$ cat config.mk
export PLATFORM = sky130hd
export DESIGN_NAME = if_fetch_flat
export DESIGN_NICKNAME = d
export VERILOG_FILES = /design/src/rtl/if_pkg.sv /design/src/rtl/if_fetch_if.sv /design/src/rtl/if_pipe_reg.sv /design/src/rtl/if_fetch.sv /design/src/flat_wrapper.sv
export SDC_FILE = /design/constraint.sdc
export NUM_CORES = 1
export LEC_CHECK = 0
export BUFFER_PORTS_ARGS = -buffer_cell sky130_fd_sc_hd__buf_4
export CORE_MARGIN = 1.5
export CORE_UTILIZATION = 56
export CTS_BUF_LIST = sky130_fd_sc_hd__clkbuf_8 sky130_fd_sc_hd__clkbuf_16
export DETAILED_ROUTE_END_ITERATION = 12
export PLACE_DENSITY = 0.86
export SLEW_MARGIN = 30
export SYNTH_ARGS = -nofsm -noshare
export SYNTH_HDL_FRONTEND = slang
export SYNTH_HIERARCHICAL = 1
export SYNTH_SLANG_ARGS = --single-unit
$ cat constraint.sdc
create_clock -name clk_i -period 3.97 [get_ports clk_i]
set_clock_uncertainty 0.1 [all_clocks]
set_input_delay 0.794 -clock clk_i [delete_from_list [all_inputs] [get_ports clk_i]]
set_output_delay 0.794 -clock clk_i [all_outputs]
set_load 0.05 [all_outputs]
$ cat src/rtl/if_pkg.sv
// Shared constants and types for the instruction-fetch stage.
package if_pkg;

    localparam int unsigned ADDR_W  = 32;
    localparam int unsigned INSTR_W = 32;

    localparam logic [ADDR_W-1:0]  RESET_PC  = 32'h0000_0000;
    localparam logic [INSTR_W-1:0] NOP_INSTR = 32'h0000_0013;
    localparam logic [ADDR_W-1:0]  PC_INC    = 32'd4;

    typedef enum logic [1:0] {
        S_RUN   = 2'd0,
        S_FAULT = 2'd1,
        S_HALT  = 2'd2
    } fetch_state_e;

    // A fetch target is legal only on a 4-byte boundary.
    function automatic logic is_aligned(input logic [1:0] lsb);
        return (lsb == 2'b00);
    endfunction

endpackage

$ cat src/rtl/if_fetch_if.sv
// Fetch-stage bus: instruction-memory port, redirect input, IF/ID handshake.
interface if_fetch_if #(
    parameter int unsigned ADDR_W = if_pkg::ADDR_W
);
    logic [ADDR_W-1:0]          iaddr_o;
    logic [if_pkg::INSTR_W-1:0] instr_i;
    logic                       redirect_i;
    logic [ADDR_W-1:0]          redirect_pc_i;
    logic                       valid_o;
    logic                       ready_i;
    logic [if_pkg::INSTR_W-1:0] instr_o;
    logic [ADDR_W-1:0]          pc_o;
    logic                       fault_o;
    logic [31:0]                fetch_cnt_o;

    modport master (
        output iaddr_o, valid_o, instr_o, pc_o, fault_o, fetch_cnt_o,
        input  instr_i, redirect_i, redirect_pc_i, ready_i
    );

    modport slave (
        input  iaddr_o, valid_o, instr_o, pc_o, fault_o, fetch_cnt_o,
        output instr_i, redirect_i, redirect_pc_i, ready_i
    );
endinterface

$ cat src/rtl/if_pipe_reg.sv
// IF/ID output register: holds {instr, pc, fault} under a valid/ready handshake.
module if_pipe_reg #(
    parameter int unsigned ADDR_W  = if_pkg::ADDR_W,
    parameter int unsigned INSTR_W = if_pkg::INSTR_W
) (
    input  logic               clk_i,
    input  logic               rst_n_i,
    input  logic               i_load,
    input  logic               i_kill,
    input  logic               i_ready,
    input  logic [INSTR_W-1:0] i_instr,
    input  logic [ADDR_W-1:0]  i_pc,
    input  logic               i_fault,
    output logic               o_valid,
    output logic [INSTR_W-1:0] o_instr,
    output logic [ADDR_W-1:0]  o_pc,
    output logic               o_fault
);

    logic               r_valid;
    logic [INSTR_W-1:0] r_instr;
    logic [ADDR_W-1:0]  r_pc;
    logic               r_fault;

    // Kill beats load; without a load a consumed beat drops valid, a stalled one holds.
    always_ff @(posedge clk_i) begin
        if (!rst_n_i) begin
            r_valid <= 1'b0;
            r_instr <= '0;
            r_pc    <= '0;
            r_fault <= 1'b0;
        end else if (i_kill) begin
            r_valid <= 1'b0;
        end else if (i_load) begin
            r_valid <= 1'b1;
            r_instr <= i_instr;
            r_pc    <= i_pc;
            r_fault <= i_fault;
        end else if (i_ready) begin
            r_valid <= 1'b0;
        end
    end

    assign o_valid = r_valid;
    assign o_instr = r_instr;
    assign o_pc    = r_pc;
    assign o_fault = r_fault;

endmodule

$ cat src/rtl/if_fetch.sv
// Instruction-fetch stage: PC ownership, redirect/fault FSM, IF/ID beat issue.
module if_fetch
    import if_pkg::*;
#(
    parameter int unsigned       ADDR_W    = if_pkg::ADDR_W,
    parameter logic [ADDR_W-1:0] RESET_PC  = if_pkg::RESET_PC,
    parameter logic [31:0]       NOP_INSTR = if_pkg::NOP_INSTR
) (
    input  logic       clk_i,
    input  logic       rst_n_i,
    if_fetch_if.master bus
);

    logic [ADDR_W-1:0]  r_pc;
    fetch_state_e       r_state;
    logic [31:0]        r_fetch_cnt;

    logic               w_valid;
    logic               w_free;
    logic               w_run_fire;
    logic               w_fault_fire;
    logic               w_load;
    logic [INSTR_W-1:0] w_load_instr;

    assign w_free       = !w_valid || bus.ready_i;
    assign w_run_fire   = w_free && (r_state == S_RUN)   && !bus.redirect_i;
    assign w_fault_fire = w_free && (r_state == S_FAULT) && !bus.redirect_i;
    assign w_load       = w_run_fire || w_fault_fire;
    assign w_load_instr = w_fault_fire ? NOP_INSTR : bus.instr_i;

    // PC and fetch FSM; redirect overrides every state.
    always_ff @(posedge clk_i) begin
        if (!rst_n_i) begin
            r_pc    <= RESET_PC;
            r_state <= S_RUN;
        end else if (bus.redirect_i) begin
            r_pc    <= bus.redirect_pc_i;
            r_state <= is_aligned(bus.redirect_pc_i[1:0]) ? S_RUN : S_FAULT;
        end else begin
            case (r_state)
                S_RUN: begin
                    if (w_run_fire) begin
                        r_pc <= r_pc + ADDR_W'(PC_INC);
                    end
                end
                S_FAULT: begin
                    if (w_fault_fire) begin
                        r_state <= S_HALT;
                    end
                end
                S_HALT: begin
                    r_state <= S_HALT;
                end
                default: begin
                    r_state <= S_HALT;
                end
            endcase
        end
    end

    // Accepted-beat counter, counts even on a redirect cycle.
    always_ff @(posedge clk_i) begin
        if (!rst_n_i) begin
            r_fetch_cnt <= '0;
        end else if (w_valid && bus.ready_i) begin
            r_fetch_cnt <= r_fetch_cnt + 32'd1;
        end
    end

    if_pipe_reg #(
        .ADDR_W  (ADDR_W),
        .INSTR_W (INSTR_W)
    ) u_pipe (
        .clk_i   (clk_i),
        .rst_n_i (rst_n_i),
        .i_load  (w_load),
        .i_kill  (bus.redirect_i),
        .i_ready (bus.ready_i),
        .i_instr (w_load_instr),
        .i_pc    (r_pc),
        .i_fault (w_fault_fire),
        .o_valid (w_valid),
        .o_instr (bus.instr_o),
        .o_pc    (bus.pc_o),
        .o_fault (bus.fault_o)
    );

    assign bus.iaddr_o     = r_pc;
    assign bus.valid_o     = w_valid;
    assign bus.fetch_cnt_o = r_fetch_cnt;

endmodule

$ cat src/flat_wrapper.sv
// flat-port wrapper written by rule: the top's interface ports become plain ports
module if_fetch_flat import if_pkg::*;
#(
    parameter int unsigned       ADDR_W    = if_pkg::ADDR_W,
    parameter logic [ADDR_W-1:0] RESET_PC  = if_pkg::RESET_PC,
    parameter logic [31:0]       NOP_INSTR = if_pkg::NOP_INSTR
)
  (clk_i, rst_n_i, bus_iaddr_o, bus_valid_o, bus_instr_o, bus_pc_o, bus_fault_o, bus_fetch_cnt_o, bus_instr_i, bus_redirect_i, bus_redirect_pc_i, bus_ready_i);
  if_fetch_if #(.ADDR_W(ADDR_W)) bus_i ();
  input  logic clk_i;
  input  logic rst_n_i;
  output wire logic [$bits(bus_i.iaddr_o)-1:0] bus_iaddr_o;
  output wire logic [$bits(bus_i.valid_o)-1:0] bus_valid_o;
  output wire logic [$bits(bus_i.instr_o)-1:0] bus_instr_o;
  output wire logic [$bits(bus_i.pc_o)-1:0] bus_pc_o;
  output wire logic [$bits(bus_i.fault_o)-1:0] bus_fault_o;
  output wire logic [$bits(bus_i.fetch_cnt_o)-1:0] bus_fetch_cnt_o;
  input wire logic [$bits(bus_i.instr_i)-1:0] bus_instr_i;
  input wire logic [$bits(bus_i.redirect_i)-1:0] bus_redirect_i;
  input wire logic [$bits(bus_i.redirect_pc_i)-1:0] bus_redirect_pc_i;
  input wire logic [$bits(bus_i.ready_i)-1:0] bus_ready_i;
  assign bus_iaddr_o = bus_i.iaddr_o;
  assign bus_valid_o = bus_i.valid_o;
  assign bus_instr_o = bus_i.instr_o;
  assign bus_pc_o = bus_i.pc_o;
  assign bus_fault_o = bus_i.fault_o;
  assign bus_fetch_cnt_o = bus_i.fetch_cnt_o;
  assign bus_i.instr_i = bus_instr_i;
  assign bus_i.redirect_i = bus_redirect_i;
  assign bus_i.redirect_pc_i = bus_redirect_pc_i;
  assign bus_i.ready_i = bus_ready_i;
  if_fetch #(.ADDR_W(ADDR_W), .RESET_PC(RESET_PC), .NOP_INSTR(NOP_INSTR)) u_core (.clk_i(clk_i), .rst_n_i(rst_n_i), .bus(bus_i));
endmodule
; ---- After elaboration in Yosys (flattened, before gate mapping)
; Cells that the tools add are included.
[totals]
ff_bits = 132
input_bits = 68
out_inout_bits = 130
elab_cells = 42
[op_classes]
addsub = 2
eq_ne = 3
muxes = 10
bitwise_logic = 2
reduce_logical = 18
[op_table]
columns = op, n
row1 = two-way mux 32 bit, 4
row2 = adder 32 x 1 -> 32 bit (second input constant), 1
row3 = adder 32 x 3 -> 32 bit (second input constant), 1
row4 = AND reduction 2 bit, 3
row5 = nonzero test 2 bit, 3
row6 = logical AND 1 bit, 5
row7 = zero test 2 bit, 2
row8 = two-way mux 2 bit, 2
row9 = case mux 2 bit (2 select lines), 1
row10 = two-way mux 1 bit, 3
row11 = inequality test 3 bit (second input constant), 1
row12 = equality test 2 x 1 -> 1 bit (second input constant), 1
row13 = zero test 1 bit, 2
row14 = logical OR 1 bit, 2
row15 = inequality test 2 bit (second input constant), 1
row16 = inverter 1 bit, 2
row17 = OR reduction 2 bit, 1

; ---- Logic depth before layout (Yosys ltp)
[depth]
depth_word = 7
mapped_depth = 7
ltp_nobuf = 6

; ---- Hierarchy
; Netlist, hierarchy kept.
[modules_own_cells]
columns = module, instances, cells_per_inst, area_each_um2, seq_area_each_um2
row1 = if_fetch, 1, 466, 3744.8, 1321.3
row2 = if_pipe_reg, 1, 287, 2702.6, 1321.3

; ---- Worst setup path after synthesis
; OpenSTA, ideal clock, no wires.
[synth_path]
path_type = reg-to-reg
start = register u_core.r_fetch_cnt[0], in the netlist u_core/bus.fetch_cnt_o[0]
end = register u_core.r_fetch_cnt[28], in the netlist u_core/bus.fetch_cnt_o[28]
setup_time_ps = 72
arrival_time_ps = 2240
t_required_ps = 3798
slack_ps = 1558
stages_incl_launch_ff = 7
n_path_buf = 1
synth_period_minus_slack_ps = 2412
path_cell_list = dfxtp_1 -> ha_1 -> nand4_1 -> or2_2 -> clkbuf_1 -> nor4b_1 -> mux2i_1
[synth_between]
elab_chain_cells = 1
[synth_lines]
columns = item, line_no
row1 = from (decl), if_fetch.sv:16  ; logic [31:0] r_fetch_cnt;
row2 = from (signal assigned), if_fetch.sv:66  ; r_fetch_cnt <= r_fetch_cnt + 32'd1;
row3 = adder 32 x 1 -> 32 bit, if_fetch.sv:66
; Every way passes these cells.
; A chain may end at the register's enable or synchronous reset.

; ---- Worst setup path after layout
[layout_path]
start = register u_core.r_pc[14], in the netlist u_core/bus.iaddr_o[14]
end = register u_core.r_pc[29], in the netlist u_core/bus.iaddr_o[29]
[layout_between]
elab_chain_cells = 4
[layout_lines]
columns = item, line_no
row1 = from (decl), if_fetch.sv:14  ; logic [ADDR_W-1:0] r_pc;
row2 = from (signal assigned), if_fetch.sv:37  ; r_pc <= bus.redirect_pc_i;
row3 = from (signal assigned), if_fetch.sv:43  ; r_pc <= r_pc + ADDR_W'(PC_INC);
row4 = adder 32 x 3 -> 32 bit, if_fetch.sv:43
row5 = two-way mux 32 bit, if_fetch.sv:42  ; if (w_run_fire) begin
row6 = two-way mux 32 bit, if_fetch.sv:40  ; case (r_state)
row7 = two-way mux 32 bit, if_fetch.sv:36  ; end else if (bus.redirect_i) begin
; Every way passes these cells. The select of a mux whose other input is x is not followed.

==> metrics.cfg <==
[run_status]
status=completed

[place]
weighted_congestion_reported_at_the_end_of_routability_driven_placement=0.7974
detailedPlacementHpwl_mm=11.66
placed_cells_incl_taps=1049
port-buffer-count=197

[sta]
period_needed_ns=2.459
max_freq_ghz=0.4067
setup_viol=0
fin_worst_hold_slack_ns=0.3520
max_slew_margin=0.3722
rsz0062_at_grt=no
hold_viol=0
timing.final.crit_share=0.6193
timing_max_transition_violations_final=0
final.setup.tns_ns=0
worst_pin_slew_ns=0.9345

[min_path]
hold_class=reg -> reg
min_from=u_core/u_pipe/o_instr[10]
hold_depth=2

[worst_setup_path]
cp-start-kind=register
worstPathCellList=nand4_2 > or4_1 > or4_1 > o2111a_1
timing.reg2reg.setup_slack_ns=1.51
timing.critical_path.slowest_stage_cell=or4_1
crit_buf_inv=0
worst_r2r_path_depth=4
timing.rr.start=u_core/bus.iaddr_o[14]
crit_start=u_core/bus.iaddr_o[14]
max_stage_delay_ns=0.80
timing.setup.critical_path_class=reg -> reg
crit_family=simple AND/OR/NAND/NOR gates
cp_num_cells=4
critPathArrivalTime_ns=2.66
critical_path.max_fanout=14
crit_path_end_kind=register
crit_path_required_time_ns=4.17
most_common_cell_on_crit_path=or4_1

[drt]
drtPass1Iterations=5
drtIter0Drc=463
detail-route-antenna-nets=0
route.vias.total=6120
drcViolationCount=0
average_wire_per_standard_cell_um=15.67
finalWirelength_mm=16.94
route.detailed.vias_per_inst=5.661

[cts]
clkSlewWorstSetupHoldPaths_ns=0.06
h_tree_lvls=4
cts_setup_buffers=0
clock_path_buffers=2
numCtsBuffers=17
clock-sinks=132
cts_hold_buf=0
cts-resized-gates=0
clock_tree_from_tritoncts=yes
clockRootBuffer=clkbuf_16
clk-insertion-delay-late_ns=0.42

[power]
vdd_drop_max_mv=0.3707
powerDensity_nw_per_um2=409.0
power_uw=3431
leakage_uw=0.003394

[global_routing]
pin_count_of_the_biggest_net_entering_global_routing=76
grt_antenna_before_repair=0
grt_overflow=0
vias_in_the_first_global_route=5412
groute.usage.overall=0.2743
global_route_wire_length_before_repair_mm=25.86

[cells_and_area]
fin_util=0.7410
layout-area-overhead-vs-synth_pct=30.12
multi_input_area_um2=3450
most-common-layout-cells=buf_4 (201), nand2_1 (162), dfxtp_1 (132)
share_of_layout_cells_above_drive_strength_1=0.2623
nets=995
diodes=0
final_common_cell=buf_4
ff_latch_area_um2=2643
fillerInstances=858
finish.cell_count_without_fillers=1081

[die]
dieWidth_um=110.3
ioPinCount=198
placeableCoreArea_um2=11320
start_util=0.5695
rows=39
die_h_um=110.3
floorplan.die_area_um2=12170

[logic_synthesis]
mean_post_synth_cell_area_um2=8.562
postSynth.topFlopCell=dfxtp_1
synthesized_instance_count=753
synth.ff_latch_count=132
mappedNetlistArea_um2=6447
synth_edf_count=0
synth_cell_type_count=52
synth-warning-count=6
seq_area_frac_synth=0.4099
mappedNetlistNets=823
postSynth.asyncResetShare=0

[run]
max_cap_violations=0

-- cells in the mapped netlist (9+ instances only) --
| library cell | instances | area, um^2 |
|---|---|---|
| inv_1 | 10 | 37.54 |
| dfxtp_1 | 132 | 2643 |
| nor2_1 | 33 | 123.9 |
| nand2b_1 | 14 | 87.58 |
| or4_1 | 12 | 90.09 |
| mux2i_1 | 74 | 740.7 |
| a211oi_1 | 10 | 75.07 |
| nor4_1 | 17 | 106.4 |
| a21oi_1 | 13 | 65.06 |
| or3_1 | 13 | 81.33 |
| nand3_1 | 20 | 100.1 |
| nand2_1 | 162 | 608.1 |
| xor2_1 | 12 | 105.1 |
| buf_2 | 15 | 75.07 |
| nand4_1 | 20 | 125.1 |
| nor3_1 | 14 | 70.07 |
| and2_1 | 32 | 200.2 |
| clkbuf_1 | 22 | 82.58 |
| a31oi_1 | 9 | 56.30 |
| o31ai_1 | 9 | 67.56 |
| a311oi_1 | 11 | 96.34 |
| o21ai_0 | 27 | 135.1 |
-- logic make-up after synthesis --
logic type | count (synthesis) | share of synthesized area
AO/OA/AOI/OAI | 96 | 0.1007
XOR/XNOR | 19 | 0.02581
adder cells (fa/ha/maj) | 2 | 0.003881
buffers and inverters | 60 | 0.05511
flip-flops | 132 | 0.4099
multiplexers | 74 | 0.1149
AND/OR/NAND/NOR | 370 | 0.2897
-- through the flow --
step	setup WS (ns)	cell area, um^2
2_1_floorplan	1.558	6447
3_3_place_gp	1.208	7825
3_5_place_dp	1.125	7825
4_1_cts	1.534	8389
5_1_grt	1.356	8389
6_report	1.511	8389
-- final cells by class --
| type | count | share of cell area |
|---|---|---|
| timing repair buffer | 201 | 0.1799 |
| sequential | 132 | 0.3150 |
| clock inverter | 11 | 0.009993 |
| multi-input combinational | 561 | 0.4112 |
| inverter | 12 | 0.005369 |
| clock buffer | 21 | 0.05727 |
| tap | 143 | 0.02133 |
-- per-layer routing --
metal / global-route usage / part of all wire / vias to the layer above
met5: 0 / 0 / -
met4: 0.1255 / 0.028 / 0
met3: 0.09347 / 0.088 / 39
met2: 0.4427 / 0.47 / 255
met1: 0.3292 / 0.41 / 2815
li1: - / - / 3011
-- sequential cells by signal (all words and copies together), names as in the netlist --
signal / flops
u_core/u_pipe/o_pc: 32
u_core/bus.fetch_cnt_o: 32
u_core/u_pipe/o_instr: 32
u_core/r_state: 2
u_core/bus.iaddr_o: 32
u_core/u_pipe/o_fault: 1
u_core/u_pipe/o_valid: 1
-- worst register-to-register path: stages (launching register included) --
cell	delay (ns)
dfxtp_1	0.48
nand4_2	0.22
or4_1	0.81
or4_1	0.48
o2111a_1	0.25
-- worst paths after layout --
path | to
worst max-delay path | u_core/bus.iaddr_o[29]
worst min-delay path | u_core/u_pipe/o_instr[10]
worst max register to register | u_core/bus.iaddr_o[29]
worst min register to register | u_core/u_pipe/o_instr[10]
-- where the power goes --
part           total, uW  switching [uW]  internal, uW
logic                519             335           184
clock network       1470             557           916
registers           1440            60.9          1380
Power figures use the tool's default switching activity.
